--- src/rtl/temp_result_reader_if.sv ---
// Host read port of the temperature result FIFO.
// The master drives data/valid and the slave drives ready.
interface temp_result_reader_if;
    logic [7:0] rd_data;
    logic       rd_valid;
    logic       rd_ready;

    modport master (
        output rd_data,
        output rd_valid,
        input  rd_ready
    );

    modport slave (
        input  rd_data,
        input  rd_valid,
        output rd_ready
    );
endinterface

--- src/rtl/temp_result_reader.sv ---
// Averages lf_clk-domain delta samples, checks them against thresholds,
// and queues the averages in a 2-entry FIFO for the host.
module temp_result_reader #(
    parameter int AVG_LOG2 = 2
) (
    input  logic                        lf_clk,
    input  logic                        rst,
    input  logic                        enable,
    input  logic [7:0]                  delta,
    input  logic                        delta_valid,
    input  logic [7:0]                  thr_hi,
    input  logic [7:0]                  thr_lo,
    temp_result_reader_if.master        rd,
    output logic                        alarm_hi,
    output logic                        alarm_lo,
    output logic                        overflow,
    input  logic                        clear_ovf,
    output logic                        busy
);

    typedef enum logic [1:0] {
        IDLE,
        DISCARD,
        ACC
    } state_t;

    localparam logic [4:0] LAST = 5'((1 << AVG_LOG2) - 1);

    state_t      state;
    logic [11:0] acc;
    logic [4:0]  cnt;
    logic [7:0]  mem [2];
    logic        head;
    logic [1:0]  count;

    logic [11:0] sum;
    logic [7:0]  avg;
    logic        push;
    logic        pop;
    logic        drop;
    logic        push_ok;
    logic        wr_ptr;

    always_comb begin
        sum     = acc + {4'd0, delta};
        avg     = 8'(sum >> AVG_LOG2);
        push    = (state == ACC) && enable && delta_valid && (cnt == LAST);
        pop     = (count != 2'd0) && rd.rd_ready;
        drop    = push && (count == 2'd2) && !pop;
        push_ok = push && !drop;
        // Slot after the live entries; with a full FIFO and a pop this is
        // the slot the head just vacated.
        wr_ptr  = head ^ count[0];
    end

    assign rd.rd_valid = (count != 2'd0);
    assign rd.rd_data  = (count != 2'd0) ? mem[head] : 8'd0;
    assign busy        = (state != IDLE);

    always_ff @(posedge lf_clk) begin
        if (rst) begin
            state    <= IDLE;
            acc      <= 12'd0;
            cnt      <= 5'd0;
            mem[0]   <= 8'd0;
            mem[1]   <= 8'd0;
            head     <= 1'b0;
            count    <= 2'd0;
            alarm_hi <= 1'b0;
            alarm_lo <= 1'b0;
            overflow <= 1'b0;
        end else begin
            if (!enable) begin
                state <= IDLE;
                acc   <= 12'd0;
                cnt   <= 5'd0;
            end else begin
                unique case (state)
                    IDLE: begin
                        state <= DISCARD;
                        acc   <= 12'd0;
                        cnt   <= 5'd0;
                    end
                    DISCARD: begin
                        if (delta_valid) begin
                            state <= ACC;
                        end
                    end
                    ACC: begin
                        if (delta_valid) begin
                            if (cnt == LAST) begin
                                acc      <= 12'd0;
                                cnt      <= 5'd0;
                                alarm_hi <= (avg > thr_hi);
                                alarm_lo <= (avg < thr_lo);
                            end else begin
                                acc <= sum;
                                cnt <= cnt + 5'd1;
                            end
                        end
                    end
                    default: state <= IDLE;
                endcase
            end

            if (pop) begin
                head <= ~head;
            end
            if (push_ok) begin
                mem[wr_ptr] <= avg;
            end
            unique case ({push_ok, pop})
                2'b10:   count <= count + 2'd1;
                2'b01:   count <= count - 2'd1;
                default: count <= count;
            endcase

            // A drop in the same cycle as clear_ovf keeps the flag set.
            if (drop) begin
                overflow <= 1'b1;
            end else if (clear_ovf) begin
                overflow <= 1'b0;
            end
        end
    end

endmodule
--- src/flat_wrapper.sv ---
// flat-port wrapper written by rule: the top's interface ports become plain ports
module temp_result_reader_flat 
#(
    parameter int AVG_LOG2 = 2
)
  (lf_clk, rst, enable, delta, delta_valid, thr_hi, thr_lo, alarm_hi, alarm_lo, overflow, clear_ovf, busy, rd_rd_data, rd_rd_valid, rd_rd_ready);
  temp_result_reader_if rd_i ();
  input  logic lf_clk;
  input  logic rst;
  input  logic enable;
  input  logic [7:0] delta;
  input  logic delta_valid;
  input  logic [7:0] thr_hi;
  input  logic [7:0] thr_lo;
  output logic alarm_hi;
  output logic alarm_lo;
  output logic overflow;
  input  logic clear_ovf;
  output logic busy;
  output wire logic [$bits(rd_i.rd_data)-1:0] rd_rd_data;
  output wire logic [$bits(rd_i.rd_valid)-1:0] rd_rd_valid;
  input wire logic [$bits(rd_i.rd_ready)-1:0] rd_rd_ready;
  assign rd_rd_data = rd_i.rd_data;
  assign rd_rd_valid = rd_i.rd_valid;
  assign rd_i.rd_ready = rd_rd_ready;
  temp_result_reader #(.AVG_LOG2(AVG_LOG2)) u_core (.lf_clk(lf_clk), .rst(rst), .enable(enable), .delta(delta), .delta_valid(delta_valid), .thr_hi(thr_hi), .thr_lo(thr_lo), .rd(rd_i), .alarm_hi(alarm_hi), .alarm_lo(alarm_lo), .overflow(overflow), .clear_ovf(clear_ovf), .busy(busy));
endmodule
--- config.mk ---
export PLATFORM = sky130hd
export DESIGN_NAME = temp_result_reader_flat
export DESIGN_NICKNAME = d
export VERILOG_FILES = /design/src/rtl/temp_result_reader_if.sv /design/src/rtl/temp_result_reader.sv /design/src/flat_wrapper.sv
export SDC_FILE = /design/constraint.sdc
export NUM_CORES = 1
export LEC_CHECK = 0
export CAP_MARGIN = 25
export CORE_UTILIZATION = 50
export DETAILED_ROUTE_END_ITERATION = 8
export PLACE_DENSITY_LB_ADDON = 0.08
export SLEW_MARGIN = 20
export SYNTH_ARGS = -nofsm -noshare
export SYNTH_HDL_FRONTEND = slang
export SYNTH_SLANG_ARGS = --single-unit
--- constraint.sdc ---
create_clock -name lf_clk -period 3.8 [get_ports lf_clk]
set_input_delay 0.76 -clock lf_clk [delete_from_list [all_inputs] [get_ports lf_clk]]
set_output_delay 0.76 -clock lf_clk [all_outputs]
set_load 0.005 [all_outputs]
==> run metrics <==
Area contributors post-synth=dfxtp_1 19%, edfxtp_1 19%, ha_1 12%, nor2_1 7.0%, a21oi_1 4.9%; gr ovfl total=0; final setup fails=0; crit path time final=3.51 ns; Max Slew Vio Count=0; Layout area overhead=26.2%; Vias/cell=5.29; pin count of the biggest net entering global routing=15; Top FF cell, synth=dfxtp_1; endpoints failing hold=0; syn_nets=346; required time of the critical path=4.01 ns; fill cell count=about 400; Initial Utilization=approximately 53%; Yosys top cell by area=dfxtp_1; Clk pwr share=37.3%; Sequential Power Share=roughly half; M1 GR Usage=29.1%; H-tree level count=2; #FFs+latches synth=40; Tot GR Track Use=22.6%; Avg Cell Area, Syn=8.71 um^2; met2 usage=39.2%; Top-Level Pins=43; RSZ-0062 raised after global routing=false; drt first-iter violations=161; die span in x=between 70 and 80 um; cell area after synthesis=roughly 2500 um^2; Non-Filler Instances=411; gr busiest metal=met2; sequential area share after synthesis=a little under two fifths; M3 GR Usage=between 4 and 5%; first-pass GRT wire length=approximately 9200 um; Hold Crit Class=flop to flop; IO Port Bufs=42; Cell variety after synth=44; initial antenna violation count=0; Int Pwr=0.000709 W; TritonRoute pass-1 iters=4; measured slew at the worst slew-check pin=0.646 ns; antenna-violating nets left=0; vias in the first global route=approximately 2.1k; die area=roughly 5400 um^2; P per Cell Area=slightly below 300 nW/um^2; clk slew on worst S/H paths=around 0.080 ns; Total Power=a little over 0.0009 W; hpwl dp=4240 um; Rows=25; synth cell count leaders=47 x nor2_1, 25 x a21oi_1, 25 x nand2_1; placer congestion estimate=0.839; placed cell count=approximately 400; Bufs on Longest Clock Path=2; Worst Skew=about 0.0025 ns; Mapped Cells=291; most common cell in the netlist=nor2_1; crit-path max FO=3; post-place setup slack=-0.0684 ns; drt total wl=5490 um; Root Buffer=clkbuf_8; Syn. warnings=0; Peak supply drop=between 0.1 and 0.15 mV; worst path arrival time=around 3.7 ns; FFs w/ async S/R, synth=0%; # clock sinks=40; Net Sw Frac=23.2%; status=completed; Post-synth EDFFs=16; relative slew slack=56.7%; P_sw=around 0.00021 W; standby leakage power=roughly 1.3 nW; Final Hold Slack=0.456 ns; Synth top area share=19.0%; fmax=0.285 GHz; share of layout cells above drive strength 1=7.56%; DRC violations left=0; Core ar.=roughly 4800 um^2; via count=2174; CP Launch Type=input pin; fin nets=a little under 400; WL/cell=13.4 um; Crit. End Element=flop; Antenna Cells=0; kind of critical path=input pin to flop; worst setup margin=between 0.2 and 0.3 ns; clk_lat worst skew=0.29 ns; Die Span Y=73.2 um; max cap viols=0; Num CTS Buffers=5; Tcrit/Tclk final=92.3%; TritonCTS clock tree=done; combinational group share of total power=13.2%
[power by group through the flow]
stage / Clock (W) / Combinational [W] / Sequential [W]
3_3_place_gp: 0 / 0.000119 / 0.000466
6_report: 0.000344 / 0.000122 / 0.000457
4_1_cts: 0.000352 / 0.000123 / 0.000457
2_1_floorplan: 0 / 0.0000613 / 0.000466
3_5_place_dp: 0 / 0.000121 / 0.000467
5_1_grt: 0.000364 / 0.000137 / 0.000457
[cells by family after synthesis]
family / after synthesis / synth area share, %
simple gates: 114 / 22.0
flops: 40 / 37.9
buf+inv: 33 / 5.19
mux: 10 / 3.95
compound gates: 59 / 14.9
fa+ha+maj: 25 / 12.6
xor+xnor: 10 / 3.46
[flip-flops by register name, indices dropped and copies added (netlist names), named ones only]
| name | flops |
|---|---|
| u_core.mem | 16 |
| u_core.acc | 10 |
| u_core.cnt | 5 |
| u_core.count | 2 |
| u_core.state | 2 |
| u_core.alarm_hi | 1 |
| u_core.alarm_lo | 1 |
| u_core.head | 1 |
| u_core.overflow | 1 |
[per-stage QoR]
stage	util, %	setup TNS (ns)	area (um^2)
after CTS	66.7	0	3190
after floorplan	-	0	2530
after global placement	64.5	-0.0286	3090
after detailed placement	64.5	-0.0684	3090
final	66.8	0	3200
after global routing	66.8	0	3200
[metal layers]
| metal | part of all wire (%) | wire length [um] |
|---|---|---|
| met1 | 48 | 2630 |
| met5 | 0 | 0 |
| met2 | 48 | 2630 |
| met3 | 3.8 | 209 |
| met4 | 0.27 | 15 |
[layout make-up]
type / count / area (um^2) / share of cell area, %
clock buffers: 6 / 72.6 / 2.27
clock inverters: 2 / 35.0 / 1.10
inverters: 24 / 90.1 / 2.82
multi-input cells: 218 / 1450 / 45.2
flip-flops and latches: 40 / 961 / 30.0
well taps: 67 / 83.8 / 2.62
repair buffers: 54 / 510 / 16.0
[timing repair]
item,4_1_cts,5_1_grt
buffers inserted,0,0
resized for setup,0,1
setup endpoints to repair,0,1
hold buffers,0,0
[critical path, stage by stage]
cell             delay, ns
clkdlybuf4s50_1       0.40
ha_1                  0.22
fa_1                  0.39
a211oi_1              0.30
o21bai_1              0.12
a21oi_1               0.17
xor2_1                0.21
inv_1                 0.12
ha_1                  0.30
nand4_1               0.10
nor3_1                0.05
or3_4                 0.33
o21a_1                0.20
o31ai_2               0.05
[layout by cell type (no fill, tap or decap), types with 3 or more instances in the layout]
cell type	netlist	routed
a211oi_1	3	3
a21o_1	5	5
a21oi_1	25	24
a22oi_1	3	3
buf_4	0	12
clkbuf_8	0	5
clkdlybuf4s50_1	0	42
dfxtp_1	24	24
edfxtp_1	16	16
ha_1	24	24
inv_1	24	24
mux2i_1	10	10
nand2_1	25	25
nand2b_1	7	7
nand3_1	6	6
nand4_1	4	4
nor2_1	47	47
nor2b_1	3	3
nor3_1	5	5
o211ai_1	3	3
o21ai_0	7	7
or3_1	3	3
xnor2_1	4	4
xor2_1	6	6
[worst paths after layout]
path,start,to,slack (ns),cells after the start
setup / recovery,delta[0],u_core.alarm_hi,0.29,14
hold / removal,u_core.alarm_lo,u_core.alarm_lo,0.46,2
setup reg to reg,u_core.acc[0],u_core.alarm_hi,0.87,13
hold reg to reg,u_core.alarm_lo,u_core.alarm_lo,0.46,2
Power figures use the tool's default switching activity.
